--- src/rtl/mood_pkg.sv ---
// Shared mood encodings, RGB565 colour constants and default frame geometry
// for mood_frame_gen and its sub-blocks.
package mood_pkg;

  localparam int unsigned DEF_H_RES = 320;
  localparam int unsigned DEF_V_RES = 240;

  typedef enum logic [2:0] {
    MOOD_IDLE      = 3'd0,
    MOOD_TRISTE    = 3'd1,
    MOOD_CARINO    = 3'd2,
    MOOD_DEPRIMIDO = 3'd3,
    MOOD_MUERTO    = 3'd4
  } mood_t;

  localparam logic [15:0] COL_IDLE      = 16'hFFE0;
  localparam logic [15:0] COL_TRISTE    = 16'h07FF;
  localparam logic [15:0] COL_CARINO    = 16'hF800;
  localparam logic [15:0] COL_DEPRIMIDO = 16'h780F;
  localparam logic [15:0] COL_MUERTO    = 16'h0000;
  localparam logic [15:0] COL_INVALID   = 16'h001F;
  localparam logic [15:0] COL_BORDER    = 16'hFFFF;

  // Out-of-range value so any valid mood differs from it after reset
  localparam logic [2:0] MOOD_Q_RST = 3'd7;

  typedef enum logic {
    ST_IDLE,
    ST_STREAM
  } state_t;

  function automatic logic [15:0] mood_colour(input logic [2:0] m);
    case (m)
      MOOD_IDLE:      return COL_IDLE;
      MOOD_TRISTE:    return COL_TRISTE;
      MOOD_CARINO:    return COL_CARINO;
      MOOD_DEPRIMIDO: return COL_DEPRIMIDO;
      MOOD_MUERTO:    return COL_MUERTO;
      default:        return COL_INVALID;
    endcase
  endfunction

endpackage

--- src/rtl/mood_frame_gen_if.sv ---
// Valid/ready pixel stream between the frame generator (master) and the
// display controller (slave).
interface mood_frame_gen_if #(
  parameter int unsigned PIXEL_SIZE = 16
);
  logic                  px_valid;
  logic                  px_ready;
  logic [PIXEL_SIZE-1:0] px_data;
  logic                  px_first;
  logic                  px_last;

  modport master (
    output px_valid,
    output px_data,
    output px_first,
    output px_last,
    input  px_ready
  );

  modport slave (
    input  px_valid,
    input  px_data,
    input  px_first,
    input  px_last,
    output px_ready
  );
endinterface

--- src/rtl/xy_counter.sv ---
// Raster x/y position counter with first/last pixel flags.
// With MOOD_BORDER_EN defined, o_edge flags the 4-pixel frame border.
module xy_counter
  import mood_pkg::*;
#(
  parameter int unsigned H_RES = DEF_H_RES,
  parameter int unsigned V_RES = DEF_V_RES
) (
  input  logic clk,
  input  logic rst,
  input  logic i_advance,
  input  logic i_clear,
  output logic o_first,
  output logic o_last,
  output logic o_edge
);

  localparam int unsigned XW = $clog2(H_RES);
  localparam int unsigned YW = $clog2(V_RES);
  localparam logic [XW-1:0] X_MAX = XW'(H_RES - 1);
  localparam logic [YW-1:0] Y_MAX = YW'(V_RES - 1);

  logic [XW-1:0] r_x;
  logic [YW-1:0] r_y;

  always_ff @(posedge clk or posedge rst) begin
    if (rst) begin
      r_x <= '0;
      r_y <= '0;
    end else if (i_clear) begin
      r_x <= '0;
      r_y <= '0;
    end else if (i_advance) begin
      if (r_x == X_MAX) begin
        r_x <= '0;
        r_y <= (r_y == Y_MAX) ? '0 : r_y + 1'b1;
      end else begin
        r_x <= r_x + 1'b1;
      end
    end
  end

  assign o_first = (r_x == '0) && (r_y == '0);
  assign o_last  = (r_x == X_MAX) && (r_y == Y_MAX);

`ifdef MOOD_BORDER_EN
  localparam logic [XW-1:0] X_LO = XW'(4);
  localparam logic [YW-1:0] Y_LO = YW'(4);
  localparam logic [XW-1:0] X_HI = XW'(H_RES - 4);
  localparam logic [YW-1:0] Y_HI = YW'(V_RES - 4);

  assign o_edge = (r_x < X_LO) || (r_x >= X_HI) || (r_y < Y_LO) || (r_y >= Y_HI);
`else
  assign o_edge = 1'b0;
`endif

endmodule

--- src/rtl/mood_frame_gen.sv ---
// Streams one full RGB565 frame coloured by the latched mood, on request or on
// mood change. MOOD_BORDER_EN adds a white 4-pixel border.
module mood_frame_gen
  import mood_pkg::*;
#(
  parameter int unsigned H_RES      = DEF_H_RES,
  parameter int unsigned V_RES      = DEF_V_RES,
  parameter int unsigned PIXEL_SIZE = 16
) (
  input  logic             clk,
  input  logic             rst,
  input  logic [2:0]       mood,
  input  logic             frame_req,
  mood_frame_gen_if.master px,
  output logic             busy
);

  state_t      r_state;
  state_t      w_state_nxt;
  logic [2:0]  r_mood_q;
  logic        r_pending;
  logic        w_start;
  logic        w_valid;
  logic        w_xfer;
  logic        w_first;
  logic        w_last;
  logic        w_edge;
  logic [15:0] w_colour;

  xy_counter #(
    .H_RES (H_RES),
    .V_RES (V_RES)
  ) u_xy (
    .clk       (clk),
    .rst       (rst),
    .i_advance (w_xfer),
    .i_clear   (w_start),
    .o_first   (w_first),
    .o_last    (w_last),
    .o_edge    (w_edge)
  );

  assign w_valid = (r_state == ST_STREAM);
  assign w_xfer  = w_valid && px.px_ready;

  always_comb begin
    w_state_nxt = r_state;
    w_start     = 1'b0;
    unique case (r_state)
      ST_IDLE: begin
        // Request, pending request and mood change all collapse into one start
        if (frame_req || r_pending || (mood != r_mood_q)) begin
          w_start     = 1'b1;
          w_state_nxt = ST_STREAM;
        end
      end
      ST_STREAM: begin
        if (w_xfer && w_last) w_state_nxt = ST_IDLE;
      end
      default: w_state_nxt = ST_IDLE;
    endcase
  end

  always_ff @(posedge clk or posedge rst) begin
    if (rst) begin
      r_state   <= ST_IDLE;
      r_mood_q  <= MOOD_Q_RST;
      r_pending <= 1'b0;
    end else begin
      r_state <= w_state_nxt;
      if (w_start) r_mood_q <= mood;
      if (w_start) begin
        r_pending <= 1'b0;
      end else if (w_valid && frame_req) begin
        r_pending <= 1'b1;
      end
    end
  end

  // Outputs derive only from registered state, so they hold while stalled
  assign w_colour    = w_edge ? COL_BORDER : mood_colour(r_mood_q);
  assign px.px_valid = w_valid;
  assign px.px_data  = w_valid ? PIXEL_SIZE'(w_colour) : '0;
  assign px.px_first = w_valid && w_first;
  assign px.px_last  = w_valid && w_last;
  assign busy        = w_valid;

endmodule

--- src/flat_wrapper.sv ---
// flat-port wrapper written by rule: the top's interface ports become plain ports
module mood_frame_gen_flat import mood_pkg::*;
#(
  parameter int unsigned H_RES      = DEF_H_RES,
  parameter int unsigned V_RES      = DEF_V_RES,
  parameter int unsigned PIXEL_SIZE = 16
)
  (clk, rst, mood, frame_req, busy, px_px_valid, px_px_data, px_px_first, px_px_last, px_px_ready);
  mood_frame_gen_if #(.PIXEL_SIZE(PIXEL_SIZE)) px_i ();
  input  logic clk;
  input  logic rst;
  input  logic [2:0] mood;
  input  logic frame_req;
  output logic busy;
  output wire logic [$bits(px_i.px_valid)-1:0] px_px_valid;
  output wire logic [$bits(px_i.px_data)-1:0] px_px_data;
  output wire logic [$bits(px_i.px_first)-1:0] px_px_first;
  output wire logic [$bits(px_i.px_last)-1:0] px_px_last;
  input wire logic [$bits(px_i.px_ready)-1:0] px_px_ready;
  assign px_px_valid = px_i.px_valid;
  assign px_px_data = px_i.px_data;
  assign px_px_first = px_i.px_first;
  assign px_px_last = px_i.px_last;
  assign px_i.px_ready = px_px_ready;
  mood_frame_gen #(.H_RES(H_RES), .V_RES(V_RES), .PIXEL_SIZE(PIXEL_SIZE)) u_core (.clk(clk), .rst(rst), .mood(mood), .frame_req(frame_req), .px(px_i), .busy(busy));
endmodule
--- config.mk ---
export PLATFORM = sky130hd
export DESIGN_NAME = mood_frame_gen_flat
export DESIGN_NICKNAME = d
export VERILOG_FILES = /design/src/rtl/mood_pkg.sv /design/src/rtl/mood_frame_gen_if.sv /design/src/rtl/xy_counter.sv /design/src/rtl/mood_frame_gen.sv /design/src/flat_wrapper.sv
export SDC_FILE = /design/constraint.sdc
export NUM_CORES = 1
export LEC_CHECK = 0
export ABC_AREA = 1
export ABC_CLOCK_PERIOD_IN_PS = 1460
export CAP_MARGIN = 20
export CORE_ASPECT_RATIO = 0.8
export CORE_MARGIN = 1
export CORE_UTILIZATION = 43
export DETAILED_ROUTE_END_ITERATION = 10
export GPL_TIMING_DRIVEN = 0
export HOLD_SLACK_MARGIN = 0.03
export PLACE_DENSITY = 0.63
export SLEW_MARGIN = 40
export SYNTH_ARGS = -nofsm -noshare
export SYNTH_HDL_FRONTEND = slang
export SYNTH_SLANG_ARGS = --single-unit
export TNS_END_PERCENT = 5
--- constraint.sdc ---
create_clock -name clk -period 1.46 [get_ports clk]
set_input_delay 0.292 -clock clk [delete_from_list [all_inputs] [get_ports clk]]
set_output_delay 0.292 -clock clk [all_outputs]
set_load 0.05 [all_outputs]
* Word-level counts from Yosys, hierarchy flattened
Cells that the tools add are included.
** Word-level totals
- Register bits after elaboration :: 22
- Input port bits :: 7
- Output and inout bits :: 20
- Logic and storage cells :: 46
** Operators by class
- Add/sub/neg operators :: 2
- Equality and inequality tests :: 7
- Multiplexer cells :: 15
- Bitwise gates (word level) :: 1
- Reduce and logical (&&, ||, !) cells :: 16
** Operators with widths (count)
- 16-bit one-hot mux with 5 select lines :: 1
- 8-bit 2-to-1 mux :: 4
- 9-bit 2-to-1 mux :: 3
- 16-bit 2-to-1 mux :: 1
- 9-bit by 1-bit adder with 9-bit output, second input constant :: 1
- 9-bit equality test, second input constant :: 1
- 9-bit logical NOT :: 1
- 8-bit by 1-bit adder with 8-bit output, second input constant :: 1
- 8-bit equality test, second input constant :: 1
- 8-bit logical NOT :: 1
- 1-bit logical AND :: 7
- 3-bit by 2-bit equality test with 1-bit output, second input constant :: 2
- 2-bit nonzero test :: 3
- 1-bit 2-to-1 mux :: 5
- 3-bit by 1-bit equality test with 1-bit output, second input constant :: 1
- 3-bit equality test, second input constant :: 1
- 3-bit logical NOT :: 1
- 3-bit != test :: 1
- 1-bit logical OR :: 2
- 1-bit one-hot mux with 2 select lines :: 1
- 2-bit AND reduction :: 1
- 1-bit NOT :: 1

* Longest topological paths before layout
- Word-level depth :: 6
- Gate-level depth with buffers :: 10
- Depth with buffers taken out :: 10

* Hierarchy
From an unflattened synthesis, not the netlist that was laid out.
** Second synthesis, totals
- Cells, all modules :: 218
- Area total of the unflattened synthesis :: 1594.0 um2
** Modules (own cells, without submodules)
- xy_counter :: instances 1, cells each 151, area each 1138.6 um2
- mood_frame_gen :: instances 1, cells each 67, area each 455.4 um2

* Least setup slack after synthesis
Ideal clock, no wire load.
- Path type :: flip-flop to output port
- Start :: register u_core.r_state (netlist: u_core.busy)
- End :: output px_px_data[1]
- Data arrival time :: 2193 ps
- Slack :: -1025 ps
- Stages on the path, launching flop included :: 4
- Cells stage by stage :: dfrtp_1 -> inv_1 -> a21oi_1 -> buf_4
** Between the ends
- Cells in the longest elaborated chain, start to end :: 1
** Ends and longest elaborated chain
- start: declaration :: RTL line mood_frame_gen.sv:18 : state_t r_state;
- start signal: assignment :: RTL line mood_frame_gen.sv:70 : r_state <= w_state_nxt;
- 16-bit 2-to-1 mux :: RTL line mood_frame_gen.sv:83 : assign px.px_data = w_valid ? PIXEL_SIZE'(w_colour) : '0;
- end: declaration :: RTL line flat_wrapper.sv:16 : output wire logic [$bits(px_i.px_data)-1:0] px_px_data;
No other way between the ends.

* Final worst setup path
- Start :: register u_core.u_xy.r_x[0]
- End :: output px_px_first
** Between the ends
- Cells in the longest elaborated chain, start to end :: 3
** Ends and longest elaborated chain
- start: declaration :: RTL line xy_counter.sv:23 : logic [XW-1:0] r_x;
- start signal: assignment :: RTL line xy_counter.sv:38 : r_x <= r_x + 1'b1;
- 9-bit logical NOT :: RTL line xy_counter.sv:43 : assign o_first = (r_x == '0) && (r_y == '0);
- 1-bit logical AND :: RTL line xy_counter.sv:43
- 1-bit logical AND :: RTL line mood_frame_gen.sv:84 : assign px.px_first = w_valid && w_first;
- end: declaration :: RTL line flat_wrapper.sv:17 : output wire logic [$bits(px_i.px_first)-1:0] px_px_first;
No other way between the ends.

==> out/summary.json <==
{
  "synth": {
    "synth_xor_area_share_pct": 1.061,
    "mux_contribution_to_synthesized_area_pct": 0,
    "synth-compound-area-share_pct": 9.249,
    "ys_flop_type": "dfrtp_1",
    "synth_fa_ha_area_share_pct": 3.033,
    "synth_edf_count": 0,
    "post_synth.cell_area_avg_um2": 6.934,
    "synthesis.nets": 249,
    "ys_warn_count": 0,
    "dominant_combinational_cell_family_by_area_after_synthesis": "simple AND/OR/NAND/NOR gates",
    "synth-seq-area-share_pct": 33.59,
    "post_synth_num_cell_types": 27,
    "postSynth.asyncResetShare_pct": 100.0,
    "yosys.area_share.simple_pct": 37.23,
    "post_synth_instance_area_um2": 1650,
    "ys_seq_elements": 22,
    "post_synth_inst_count": 238
  },
  "timing": {
    "period_share_pct": 127.3,
    "fin_worst_hold_slack_ns": 0.3652,
    "unrepaired_setup_endpoints_after_global_routing": "true",
    "timing.final.hold_violations": 0,
    "layout_setup_ws_ns": -0.3987,
    "max-slew-margin-rel_pct": 67.64,
    "final-setup-viol-count": 33,
    "clock-skew-final_ns": 0.009335,
    "setup_tns_ns": -5.324,
    "timing_worst_slew_pin_value_ns": 0.4873,
    "final_period_minus_worst_setup_slack_ns": 1.859,
    "fmax_mhz": 538.0,
    "final-max-slew-violation-count": 0
  },
  "die": {
    "core.rowCount": 19,
    "chipHeight_um": 57.41,
    "core_um2": 3542,
    "fp.dieArea_um2": 4091,
    "fp.dieW_um": 71.27,
    "num_io_pins": 27,
    "initial_core_utilization_pct": 46.59
  },
  "clocking": {
    "clock_insertion_delay_worst_skew_ns": 0.27,
    "clk_path_buf_depth": 2,
    "tritoncts.num_buffers": 3,
    "ctsRootBufferMaster": "clkbuf_8",
    "path_clk_slew_ns": 0.09,
    "clock_sinks": 22,
    "cts_hold_buffers": 0,
    "cts_htree_levels": 1,
    "tritoncts": "built"
  },
  "min_path": {
    "hp-class": "in -> async"
  },
  "run_status": {
    "outcome": "finished, violations left",
    "violated_checks": "design-rule violations, negative setup slack"
  },
  "worst_setup_path": {
    "path_max_fanout": 3,
    "critPathKind": "reg -> out",
    "crit_required_ns": 1.17,
    "timing.critical_path.slowest_cell_delay_ns": 0.44,
    "critical_path.slowest_cell": "dfrtp_2",
    "reg2reg_setup_slack_ns": -0.07,
    "timing.rr.start": "u_core.r_mood_q[1]$_DFFE_PP1N_",
    "worstReg2RegEnd": "u_core.u_xy.r_x[0]$_DFFE_PP0P_",
    "timing.critical_path.arrival_ns": 1.57,
    "critPathLaunchType": "flip-flop",
    "worst_setup_path_end_kind": "output pin",
    "crit_chain": "inv_2, ha_4, nand2_2, nor3_2, nand4_1, nor3_4, buf_6",
    "worstRegToRegCells": 9
  },
  "grt": {
    "grt_antenna_before_repair": 0,
    "groute.usage.overall_pct": 20.37,
    "largest_net_degree_at_the_start_of_global_routing": 23,
    "globalRouteOverflowTotal": 0,
    "gr_peak_layer": "met2",
    "use_met1_pct": 29.09,
    "grt_pass1_wl_um": 6423,
    "grt_pass1_vias": 1327,
    "grt_util_met2_pct": 33.06,
    "globalRouteMet3Util_pct": 3.887
  },
  "pwr": {
    "power.total_w": 0.002016,
    "worst_ir_drop_vdd_mv": 0.6001,
    "leakagePower_nw": 1.079,
    "powerDensity_nw_per_um2": 918.1
  },
  "place": {
    "dp.final_hpwl_um": 2980,
    "gp_routability_congestion": 0.8896,
    "placement.cell_area_um2": 2017,
    "placement.io_buffers": 26
  },
  "finish": {
    "final_common_cell": "nand2_1",
    "most-common-layout-cells": "63 x nand2_1, 32 x buf_4, 26 x inv_1",
    "utilization_pct": 61.99,
    "final_cell_area_excluding_filler_cells_um2": 2196,
    "syn2layout_area_growth_pct": 33.06,
    "finish.net_count": 289,
    "n_antenna_cell": 0,
    "share_of_post_route_cells_with_drive_strength_above_1_pct": 34.66
  },
  "routing": {
    "post_route_wl_um": 4044,
    "viasPerCell": 4.918,
    "dr.pass1.iters": 7,
    "drtAntennaViolNets": 0,
    "detail_route.wl_per_cell_um": 12.68,
    "drc": 4,
    "drt_iter0_drc": 92,
    "total_vias_in_the_final_route": 1569
  },
  "job": {
    "drv_cap": 0
  }
}
[metal layers]
layer | share of wire (%) | up-vias
met5 | 0 | -
met4 | 0.40 | 0
met3 | 4.7 | 2
met2 | 44 | 29
met1 | 50 | 709
li1 | - | 829
[per-stage QoR]
stage | setup slack [ns] | cells
finish | -0.3987 | 319
global route | -0.4592 | 319
CTS | -0.4873 | 313
detailed placement | -0.8881 | 306
global placement | -0.8704 | 306
floorplan | -0.2852 | 238
[flip-flops by register name, summed over array words and instances (netlist names)]
| register | count |
|---|---|
| u_core.u_xy.r_x | 9 |
| u_core.r_pending | 1 |
| u_core.r_mood_q | 3 |
| u_core.u_xy.r_y | 8 |
| u_core.busy | 1 |
[synthesized netlist by cell type (3+ instances only)]
master	n	area [um2]
nand2_1	65	244.0
inv_1	31	116.4
nor2_1	29	108.9
dfrtp_1	19	475.5
nand3_1	18	90.09
buf_4	12	90.09
nand4_1	12	75.07
o211ai_2	5	62.56
o21ai_1	5	25.02
ha_1	4	50.05
nor3_1	4	20.02
o21ai_0	4	20.02
a21oi_1	3	15.01
buf_6	3	33.78
dfstp_2	3	78.83
inv_2	3	11.26
nand2_2	3	18.77
o211ai_1	3	22.52
[logic make-up after synthesis]
group / after synthesis
simple gates: 138
buf+inv: 51
flops: 22
compound gates: 21
fa+ha+maj: 4
xor+xnor: 2
[worst max-delay path, delay by kind of cell, from the launching register on]
kind	cells	cell delay, ns
fa+ha+maj	1	0.13
simple gates	4	0.47
buf+inv	2	0.27
flops	1	0.44
[worst max-delay path by stage]
stage                                        start            end  slack (ns)  cells past startpoint
floorplan                    u_core.busy$_DFF_PP0_  px_px_data[1]       -0.29                      3
CTS                 u_core.u_xy.r_x[0]$_DFFE_PP0P_    px_px_first       -0.49                      7
global route        u_core.u_xy.r_x[0]$_DFFE_PP0P_    px_px_first       -0.46                      7
global placement    u_core.u_xy.r_x[0]$_DFFE_PP0P_    px_px_first       -0.87                      7
finish              u_core.u_xy.r_x[0]$_DFFE_PP0P_    px_px_first       -0.40                      7
detailed placement  u_core.u_xy.r_x[0]$_DFFE_PP0P_    px_px_first       -0.89                      7
[layout make-up]
cell class              count  area (um2)
fillers                   351        1346
multi-input cells         165       955.9
flip-flops and latches     22       559.3
repair buffers             35       305.3
plain buffers              17       137.6
inverters                  34       130.1
clock buffers               4       55.05
well taps                  42       52.55
[where the power goes]
group	internal [W]	switching, W	total (W)
combinational	0.000314	0.000468	0.000781
sequential	0.000693	0.000100	0.000794
clock	0.000240	0.000201	0.000441
total	0.00125	0.000769	0.00202
[repair_timing]
action                                  CTS  global route
cloned                                    0             0
pin swaps                                 7             3
endpoints found under the setup margin   40            40
gates resized for setup                 102            27
hold endpoints to repair                  0             0
setup buffers                             3             6
Note: power is estimated with default switching activity, not from simulation.
